<file path="config.mk">
export PLATFORM = sky130hd
export DESIGN_NAME = i_serdes_word_align
export DESIGN_NICKNAME = d
export VERILOG_FILES = /design/src/rtl/i_serdes_align_pkg.sv /design/src/rtl/i_serdes_word_align.sv
export SDC_FILE = /design/constraint.sdc
export NUM_CORES = 1
export LEC_CHECK = 0
export ABC_AREA = 0
export CORE_AREA = 2 2 62 64
export CTS_BUF_LIST = sky130_fd_sc_hd__clkbuf_4 sky130_fd_sc_hd__clkbuf_8 sky130_fd_sc_hd__clkbuf_16
export DETAILED_ROUTE_END_ITERATION = 6
export DIE_AREA = 0 0 64 66
export HOLD_SLACK_MARGIN = 0.08
export MAX_ROUTING_LAYER = met4
export PLACE_DENSITY = 0.79
export SLEW_MARGIN = 20
export SYNTH_ARGS = -nofsm -noshare
export SYNTH_HDL_FRONTEND = slang
export SYNTH_SLANG_ARGS = --single-unit
</file>
<file path="constraint.sdc">
create_clock -name CLK_IN -period 1.48 [get_ports CLK_IN]
set_input_delay 0.296 -clock CLK_IN [delete_from_list [all_inputs] [get_ports CLK_IN]]
set_output_delay 0.296 -clock CLK_IN [all_outputs]
set_load 0.03 [all_outputs]
</file>
<file path="src/rtl/i_serdes_align_pkg.sv">
// -----------------------------------------------------------------------------
// i_serdes_align_pkg
// Shared types and widths for the I_SERDES word aligner.
//   align_state_e : aligner FSM states
//   MATCH_CNT_W   : width of the consecutive-match counter (LOCK_COUNT <= 255)
//   WAIT_CNT_W    : width of the post-slip settle counter (SLIP_WAIT <= 15)
//   slip_cnt_w()  : width of SLIP_CNT for a given word width
// -----------------------------------------------------------------------------
package i_serdes_align_pkg;

  typedef enum logic [2:0] {
    ST_IDLE,
    ST_CHECK,
    ST_SLIP,
    ST_WAIT,
    ST_LOCKED,
    ST_FAIL
  } align_state_e;

  localparam int MATCH_CNT_W = 8;
  localparam int WAIT_CNT_W  = 4;

  // SLIP_CNT must be able to hold the value WIDTH itself (saturation point).
  function automatic int slip_cnt_w(input int width);
    return $clog2(width + 1);
  endfunction

endpackage

</file>
<file path="src/rtl/i_serdes_word_align.sv">
// -----------------------------------------------------------------------------
// i_serdes_word_align
// Word aligner for an I_SERDES: compares deserialized words with a training
// pattern and issues BITSLIP_ADJ pulses until the pattern is seen LOCK_COUNT
// times in a row, or gives up after WIDTH slips.
//
// Ports
//   CLK_IN         in   single clock, rising edge
//   RST            in   synchronous active-high reset
//   Q_IN           in   [WIDTH] parallel word from the I_SERDES
//   DATA_VALID_IN  in   Q_IN qualifier
//   TRAIN_EN       in   level: keep training; rising edge restarts training
//   BITSLIP_ADJ    out  one-cycle slip request to the I_SERDES
//   DATA_OUT       out  [WIDTH] Q_IN captured on valid cycles
//   DATA_VALID_OUT out  DATA_VALID_IN delayed one cycle, gated by ALIGNED
//   ALIGNED        out  lock achieved
//   ALIGN_ERROR    out  WIDTH slips tried without lock
//   SLIP_CNT       out  [$clog2(WIDTH+1)] slips since training start
//
// Build option
//   I_SERDES_WORD_ALIGN_RELOCK_EN : when defined, a valid non-pattern word
//   while LOCKED and TRAIN_EN=1 drops lock and restarts checking.
// -----------------------------------------------------------------------------
module i_serdes_word_align
  import i_serdes_align_pkg::*;
#(
  parameter int                WIDTH         = 4,
  parameter logic [WIDTH-1:0]  TRAIN_PATTERN = WIDTH'(4'b0011),
  parameter int                LOCK_COUNT    = 8,
  parameter int                SLIP_WAIT     = 4
) (
  input  logic                          CLK_IN,
  input  logic                          RST,
  input  logic [WIDTH-1:0]              Q_IN,
  input  logic                          DATA_VALID_IN,
  input  logic                          TRAIN_EN,
  output logic                          BITSLIP_ADJ,
  output logic [WIDTH-1:0]              DATA_OUT,
  output logic                          DATA_VALID_OUT,
  output logic                          ALIGNED,
  output logic                          ALIGN_ERROR,
  output logic [slip_cnt_w(WIDTH)-1:0]  SLIP_CNT
);

  localparam int SCW = slip_cnt_w(WIDTH);

  localparam logic [SCW-1:0]         SLIP_MAX  = SCW'(WIDTH);
  localparam logic [MATCH_CNT_W-1:0] LOCK_LAST = MATCH_CNT_W'(LOCK_COUNT - 1);
  localparam logic [WAIT_CNT_W-1:0]  WAIT_LAST = WAIT_CNT_W'(SLIP_WAIT - 1);

  align_state_e           state;
  logic [MATCH_CNT_W-1:0] match_cnt;
  logic [WAIT_CNT_W-1:0]  wait_cnt;
  logic                   train_q;

  logic train_rise;
  logic word_ok;
  logic lock_hit;
  logic relock_miss;
  logic aligned_nxt;

  // Decode shared by the FSM and by DATA_VALID_OUT: DATA_VALID_OUT must agree
  // with the ALIGNED value being registered on the same edge, so the next
  // value of ALIGNED is formed here once.
  always_comb begin
    train_rise = TRAIN_EN & ~train_q;
    word_ok    = DATA_VALID_IN & (Q_IN == TRAIN_PATTERN);
    lock_hit   = (state == ST_CHECK) & TRAIN_EN & word_ok & (match_cnt == LOCK_LAST);
`ifdef I_SERDES_WORD_ALIGN_RELOCK_EN
    relock_miss = TRAIN_EN & DATA_VALID_IN & ~word_ok;
`else
    relock_miss = 1'b0;
`endif
    // NOTE: every combinational output gets a default first so no path can
    // leave it unassigned and infer a latch.
    aligned_nxt = 1'b0;
    case (state)
      ST_CHECK:  aligned_nxt = lock_hit;
      ST_LOCKED: aligned_nxt = ~train_rise & ~relock_miss;
      default:   aligned_nxt = 1'b0;
    endcase
  end

  // NOTE: all state below uses non-blocking assignments so every register
  // samples the pre-edge values, independent of statement order.
  always_ff @(posedge CLK_IN) begin
    // NOTE: reset is synchronous; it is just the highest-priority branch.
    if (RST) begin
      state          <= ST_IDLE;
      match_cnt      <= '0;
      wait_cnt       <= '0;
      train_q        <= 1'b0;
      BITSLIP_ADJ    <= 1'b0;
      DATA_OUT       <= '0;
      DATA_VALID_OUT <= 1'b0;
      ALIGNED        <= 1'b0;
      ALIGN_ERROR    <= 1'b0;
      SLIP_CNT       <= '0;
    end else begin
      train_q        <= TRAIN_EN;
      ALIGNED        <= aligned_nxt;
      DATA_VALID_OUT <= DATA_VALID_IN & aligned_nxt;
      BITSLIP_ADJ    <= 1'b0;
      if (DATA_VALID_IN) begin
        DATA_OUT <= Q_IN;
      end

      case (state)
        ST_IDLE: begin
          if (train_rise) begin
            state     <= ST_CHECK;
            match_cnt <= '0;
            SLIP_CNT  <= '0;
          end
        end

        ST_CHECK: begin
          if (!TRAIN_EN) begin
            state <= ST_IDLE;
          end else if (word_ok) begin
            if (lock_hit) begin
              state <= ST_LOCKED;
            end else begin
              match_cnt <= match_cnt + 1'b1;
            end
          end else if (DATA_VALID_IN) begin
            match_cnt <= '0;
            if (SLIP_CNT < SLIP_MAX) begin
              state <= ST_SLIP;
            end else begin
              state       <= ST_FAIL;
              ALIGN_ERROR <= 1'b1;
            end
          end
        end

        // The pulse is registered here so that dropping TRAIN_EN while in
        // SLIP suppresses it and leaves SLIP_CNT untouched.
        ST_SLIP: begin
          if (!TRAIN_EN) begin
            state <= ST_IDLE;
          end else begin
            BITSLIP_ADJ <= 1'b1;
            if (SLIP_CNT != SLIP_MAX) begin
              SLIP_CNT <= SLIP_CNT + 1'b1;
            end
            wait_cnt <= '0;
            state    <= ST_WAIT;
          end
        end

        // Q_IN is ignored while the I_SERDES settles after a slip.
        ST_WAIT: begin
          if (!TRAIN_EN) begin
            state <= ST_IDLE;
          end else if (wait_cnt == WAIT_LAST) begin
            state <= ST_CHECK;
          end else begin
            wait_cnt <= wait_cnt + 1'b1;
          end
        end

        ST_LOCKED: begin
          if (train_rise || relock_miss) begin
            state     <= ST_CHECK;
            match_cnt <= '0;
            if (train_rise) begin
              SLIP_CNT <= '0;
            end
          end
        end

        ST_FAIL: begin
          if (train_rise) begin
            state       <= ST_CHECK;
            match_cnt   <= '0;
            SLIP_CNT    <= '0;
            ALIGN_ERROR <= 1'b0;
          end
        end

        default: state <= ST_IDLE;
      endcase
    end
  end

endmodule

</file>
==> results of run 1 <==
-- tightest hold or removal path: cells and delay by family --
kind | cells | cell delay [ns]
buf+inv | 1 | 0.10
simple gates | 1 | 0.08
mux | 1 | 0.08
-- metal layers --
metal	vias up	share of wire (%)	GRT usage, %	wire length (um)
met5	-	0	-	0
met4	0	1.1	7.88	48
met3	6	2.3	2.39	97
met2	21	55	37.8	2300
met1	751	42	22.3	1740
li1	778	-	-	-
-- flip-flops by register name, indices dropped and copies added (netlist names) --
register        count
match_cnt           8
DATA_OUT            4
wait_cnt            4
SLIP_CNT            3
state               3
ALIGNED             1
ALIGN_ERROR         1
BITSLIP_ADJ         1
DATA_VALID_OUT      1
train_q             1
-- power by group through the flow --
stage          combinational, mW  clock [mW]  sequential, mW
6_report                   0.574       0.329           0.770
5_1_grt                    0.616       0.367           0.773
4_1_cts                    0.505       0.329           0.766
3_5_place_dp               0.491           0           0.784
3_3_place_gp               0.484           0           0.783
2_1_floorplan              0.254           0           0.787
-- cell families after synthesis --
group	synth area share, %
and+or+nand+nor	25.6
AOI/OAI and AO/OA	22.6
DFF	34.7
buffers and inverters	7.07
muxes	6.75
adders and majority gates	3.22
-- worst max path at each step --
stage	endpoint	start	depth (start not counted)	slack (ns)
detailed placement	match_cnt[5]	Q_IN[3]	5	-0.40
floorplan	match_cnt[3]	match_cnt[3]	4	-0.03
global placement	match_cnt[5]	TRAIN_EN	5	-0.35
finish	match_cnt[3]	match_cnt[7]	4	-0.16
global route	state[1]	match_cnt[7]	4	-0.22
CTS	state[1]	match_cnt[7]	4	-0.11
-- final cells by class --
cell class,count,area (um^2),area share (%)
tap,48,60.1,2.60
sequential,27,561,24.3
clock buffer,3,22.5,0.976
clock inverter,1,5.00,0.217
inverter,10,37.5,1.63
multi-input combinational,125,1030,44.6
timing repair buffer,70,593,25.7
-- layout by cell type (no fill, tap or decap), drive strengths merged, types with 2 or more instances in the layout --
| master | instances |
|---|---|
| a211oi | 8 |
| a21oi | 9 |
| a311oi | 4 |
| a31oi | 2 |
| a41oi | 3 |
| and3 | 4 |
| and4bb | 2 |
| buf | 52 |
| clkbuf | 3 |
| clkdlybuf4s50 | 5 |
| dfxtp | 27 |
| dlygate4sd2 | 11 |
| dlymetal6s2s | 2 |
| ha | 4 |
| inv | 10 |
| mux2i | 9 |
| nand2 | 13 |
| nand2b | 3 |
| nand3 | 7 |
| nand3b | 4 |
| nand4 | 2 |
| nor2 | 8 |
| nor3 | 7 |
| nor3b | 2 |
| o2111ai | 2 |
| o21ai | 3 |
| o31ai | 2 |
| o32ai | 2 |
| or2 | 2 |
| or3 | 4 |
-- through the flow --
step / TNS (ns) / hold slack [ns] / util (%) / cells / power [mW]
final: -1.04 / 0.244 / 65.0 / 284 / 1.67
after global routing: -2.10 / 0.258 / 65.0 / 284 / 1.76
after CTS: -0.867 / 0.522 / 61.5 / 282 / 1.60
after floorplan: -0.0797 / 0.437 / - / 173 / 1.04
after detailed placement: -5.35 / 0.488 / 59.8 / 277 / 1.27
after global placement: -4.85 / 0.475 / 59.8 / 277 / 1.27
-- repair_timing --
action,CTS,global route
hold buffers,0,0
setup buffers,1,2
endpoints found under the setup margin,26,19
gates resized for setup,19,31
pin swaps,3,9
==> results.sh, run 1 <==
export IMPL_yosysTopAreaCell="dfxtp_1"
export IMPL_ys_ff_latch=27
export IMPL_dr_pass1_iters=4
export IMPL_cp_slowest_cell="or4_4"
export IMPL_r2r_start="match_cnt[7]"
export IMPL_clk_path_buf_depth=2
export IMPL_path_buf_inv=0
export IMPL_critPathKind="reg2reg"
export IMPL_r2r_end="match_cnt[3]"
export IMPL_synth_most_common_cell="dfxtp_1"
export IMPL_grt_pass1_vias=1564
export IMPL_min_period_ns=1.64
export IMPL_finalHoldViolCount=0
export IMPL_synth_top_area_share_pct=34.7
export IMPL_vias=1556
export IMPL_crit_chain="or4_4 > or3_4 > a31oi_1 > nor3_1"
export IMPL_root_buffer="clkbuf_4"
export IMPL_reg2reg_depth=4
export IMPL_clk_latency_ns=0.33
export IMPL_drive_gt1_share_pct=39.8
export IMPL_boundaryPins=19
export IMPL_yosysSeqAreaShare_pct=34.7
export IMPL_async_flop_share_pct=0
export IMPL_setup_slack_ns=-0.156
export IMPL_status="complete, but fails checks"
export IMPL_crit_fanout=2
export IMPL_p_leak_nw=0.942
export IMPL_swShare_pct=31.1
export IMPL_final_area_um2=2310
export IMPL_synth_ff_type="dfxtp_1"
export IMPL_dp_hpwl_um=2920
export IMPL_cp_start_kind="flop"
export IMPL_min_to="DATA_OUT[3]"
export IMPL_pre_cts_ws_ns=-0.398
export IMPL_antenna_found_initial=0
export IMPL_gr_usage_all_layers_pct=20.4
export IMPL_rows=22
export IMPL_area_growth_pct=48.2
export IMPL_drc=0
export IMPL_grt_max_degree=21
export IMPL_syn_area_um2=1560
export IMPL_ys_top_cells_by_count="dfxtp_1, nand2_1, inv_1"
export IMPL_drt_wirelength_per_cell_um=14.7
export IMPL_synth_cell_type_count=57
export IMPL_violations="negative setup slack"
export IMPL_clock_sinks=27
export IMPL_power_frac_clock_pct=19.7
export IMPL_cts_buffers_inserted=3
export IMPL_crit_arrival_ns=1.87
export IMPL_hold_depth=3
export IMPL_ir_drop_mv=0.483
export IMPL_yosysWarnings=0
export IMPL_via_per_inst=5.48
export IMPL_intPower_mw=1.15
export IMPL_max_freq_mhz=611
export IMPL_fp_dieH_um=66
export IMPL_drtIter0Drc=79
export IMPL_crit_path_max_incr_delay_ns=0.55
export IMPL_switching_power_uw=521
export IMPL_r2r_slack_ns=-0.16
export IMPL_power_density_nw_per_um2=725
export IMPL_cpLargestDelayFamily="simple AND/OR/NAND/NOR gates"
export IMPL_clkSlewWorstSetupHoldPaths_ns=0.15
export IMPL_synth_edff_count=0
export IMPL_synthesis_nets=185
export IMPL_worst_hold_path_type="in2reg"
export IMPL_maxCapViolCount=0
export IMPL_synth_area_leaders="dfxtp_1, mux2i_1, ha_1"
export IMPL_fin_skew_ns=0.00425
export IMPL_final_antenna_net_count=0
export IMPL_required_ns=1.72
export IMPL_setup_viol=14
export IMPL_min_from="Q_IN[3]"
export IMPL_final_max_slew_violation_count=0
export IMPL_relSlewSlack_pct=75.8
export IMPL_end_kind="flop"
export IMPL_grt_pass1_wl_um=6710
export IMPL_diodes=0
export IMPL_synth_cells=173
export IMPL_tightestPinTransition_ns=0.361
export IMPL_syn_avg_cell_area_um2=9.00
export IMPL_cts_max_level=1
export IMPL_comb_power_share_pct=34.3
export IMPL_power_frac_seq_pct=46.0
export IMPL_fillers=280
export IMPL_port_buffers=18
export IMPL_initial_core_util_pct=43.8
export IMPL_cts_tree="built"
export IMPL_wl_um=4180
export IMPL_rsz0062_at_grt="true"
export IMPL_dieArea_um2=4220
export IMPL_gp_congestion=0.871
export IMPL_nets=249
export IMPL_fin_crit_sh_pct=111
export IMPL_placed_area_um2=2120
export IMPL_overflow=0
export IMPL_die_x_um=64
export IMPL_core_area_um2=3550
(Power assumes the default switching activity.)
==> inputs of run 2 (changes only) <==
- DONT_BUFFER_PORTS: not set -> 1
- PLACE_DENSITY: 0.79 -> 0.72
==> run 2 against run 1 <==
- the flow still finishes with violations (negative setup slack)
- first-iteration DRC count down 15%
- fmax increased by 0.61%
- final cell count decreased by 9.5%
- non-clock buffer count down 27
- critical path type unchanged
==> results.sh, run 2 (synthesis results as in run 1) <==
export IMPL_status="complete, but fails checks"
export IMPL_violations="negative setup slack"
export IMPL_final_max_slew_violation_count=0
export IMPL_crit_path_max_incr_delay_ns=0.55
export IMPL_initial_core_util_pct=43.8
export IMPL_p_leak_nw=0.760
export IMPL_gp_congestion=0.843
export IMPL_hold_depth=1
export IMPL_clkSlewWorstSetupHoldPaths_ns=0.16
export IMPL_dieArea_um2=4220
export IMPL_largest_register="match_cnt"
export IMPL_top_regs="match_cnt x8, DATA_OUT x4, wait_cnt x4"
export IMPL_drtIter0Drc=67
export IMPL_intPower_mw=1.09
export IMPL_cp_slowest_cell="or4_4"
export IMPL_max_freq_mhz=615
export IMPL_fin_crit_sh_pct=110
export IMPL_switching_power_uw=494
export IMPL_min_from="RST"
export IMPL_required_ns=1.74
export IMPL_overflow=0
export IMPL_dp_hpwl_um=2950
export IMPL_grt_pass1_wl_um=6420
export IMPL_fin_skew_ns=0.00974
export IMPL_setup_viol=13
export IMPL_grt_pass1_vias=1465
export IMPL_vias=1488
export IMPL_rsz0062_at_grt="true"
export IMPL_cp_start_kind="flop"
export IMPL_dr_pass1_iters=4
export IMPL_crit_fanout=5
export IMPL_port_buffers=0
export IMPL_reg2reg_depth=4
export IMPL_ir_drop_mv=0.527
export IMPL_dp_cells=248
export IMPL_swShare_pct=31.1
export IMPL_holdWs_ns=0.00150
export IMPL_r2r_start="match_cnt[7]"
export IMPL_root_buffer="clkbuf_4"
export IMPL_worst_hold_path_type="in2reg"
export IMPL_clk_path_buf_depth=2
export IMPL_cpLargestDelayFamily="simple AND/OR/NAND/NOR gates"
export IMPL_fp_dieH_um=66
export IMPL_min_period_ns=1.63
export IMPL_nets=222
export IMPL_final_util_pct=57.6
export IMPL_maxCapViolCount=0
export IMPL_power_frac_seq_pct=49.6
export IMPL_stdcell_count=257
export IMPL_r2r_slack_ns=-0.15
export IMPL_comb_power_share_pct=29.0
export IMPL_path_buf_inv=0
export IMPL_critPathKind="reg2reg"
export IMPL_gr_usage_all_layers_pct=19.8
export IMPL_drive_gt1_share_pct=37.3
export IMPL_grt_max_degree=32
export IMPL_clock_sinks=27
export IMPL_area_growth_pct=31.5
export IMPL_end_kind="flop"
export IMPL_crit_arrival_ns=1.89
export IMPL_final_antenna_net_count=0
export IMPL_crit_chain="or4_4 > nor3_4 > a211oi_4 > a311oi_1"
export IMPL_final_common_cell="buf_4"
export IMPL_largest_register_ffs=8
export IMPL_r2r_end="match_cnt[6]"
export IMPL_rows=22
export IMPL_wl_um=4110
export IMPL_cts_tree="built"
export IMPL_core_area_um2=3550
export IMPL_power_density_nw_per_um2=776
export IMPL_clk_latency_ns=0.34
export IMPL_pre_cts_ws_ns=-0.0800
export IMPL_antenna_found_initial=0
export IMPL_diodes=0
export IMPL_relSlewSlack_pct=75.1
export IMPL_setup_slack_ns=-0.146
export IMPL_power_frac_clock_pct=21.4
export IMPL_drc=0
export IMPL_final_cell_mix="buf_4, dfxtp_1, nand2_1"
export IMPL_cts_max_level=1
export IMPL_fillers=302
export IMPL_holdBufCountCts=5
export IMPL_min_to="wait_cnt[0]"
export IMPL_drt_wirelength_per_cell_um=16.0
export IMPL_cts_buffers_inserted=3
export IMPL_die_x_um=64
export IMPL_finalHoldViolCount=0
export IMPL_tightestPinTransition_ns=0.373
export IMPL_via_per_inst=5.79
export IMPL_boundaryPins=19
[run 2: changes by cell type in the layout (fill, tap and decap cells not counted), sizes merged]
cell           previous run  this run
dlygate4sd3               0         5
clkinv                    1         0
buf                      52        38
clkinvlp                  0         1
dlygate4sd2              11         0
clkdlybuf4s50             5         0
dlymetal6s2s              2         0
[run 2: cell type report]
cell class | instances | area (um^2) | area share [%]
Inverter | 10 | 37.5 | 1.83
Sequential cell | 27 | 556 | 27.1
Clock buffer | 3 | 22.5 | 1.10
Timing Repair Buffer | 43 | 347 | 16.9
Clock inverter | 1 | 7.51 | 0.367
Multi-Input combinational cell | 125 | 1020 | 49.7
Tap cell | 48 | 60.1 | 2.93
[run 2: how the worst max path moves through the flow]
stage,slack (ns),cells past startpoint,end,startpoint
after floorplan,-0.03,4,match_cnt[3],match_cnt[3]
after global placement,-0.06,6,SLIP_CNT[2],state[2]
after detailed placement,-0.08,4,match_cnt[0],match_cnt[7]
after CTS,-0.12,4,match_cnt[5],match_cnt[7]
after global routing,-0.21,4,match_cnt[5],match_cnt[7]
final,-0.15,4,match_cnt[6],match_cnt[7]
[run 2: routing by layer]
| metal | part of all wire, % | vias to the layer above | global-route usage [%] | wire, um |
|---|---|---|---|---|
| met5 | 0 | - | - | 0 |
| met4 | 1.8 | 0 | 8.70 | 72 |
| met3 | 3.0 | 10 | 3.75 | 125 |
| met2 | 52 | 30 | 37.2 | 2140 |
| met1 | 43 | 729 | 19.9 | 1770 |
| li1 | - | 719 | - | - |
[run 2: power groups by stage]
stage / Combinational (mW) / Sequential (mW) / Clock [mW]
5_1_grt: 0.493 / 0.791 / 0.372
3_5_place_dp: 0.391 / 0.801 / 0
3_3_place_gp: 0.376 / 0.800 / 0
6_report: 0.461 / 0.788 / 0.340
4_1_cts: 0.410 / 0.787 / 0.344
2_1_floorplan: 0.254 / 0.787 / 0
[run 2: through the flow]
| step | instance area [um^2] | power, mW | TNS (ns) |
|---|---|---|---|
| after CTS | 1960 | 1.54 | -0.924 |
| final | 2050 | 1.59 | -1.34 |
| after global routing | 2050 | 1.66 | -2.17 |
| after global placement | 1850 | 1.18 | -0.336 |
| after detailed placement | 1850 | 1.19 | -0.724 |
| after floorplan | 1590 | 1.04 | -0.0797 |
[run 2: repair_timing]
action,in CTS,in global routing
setup buffers,0,0
endpoints found under the hold margin,24,19
endpoints found under the setup margin,16,17
resized for setup,9,20
pin swaps,4,13
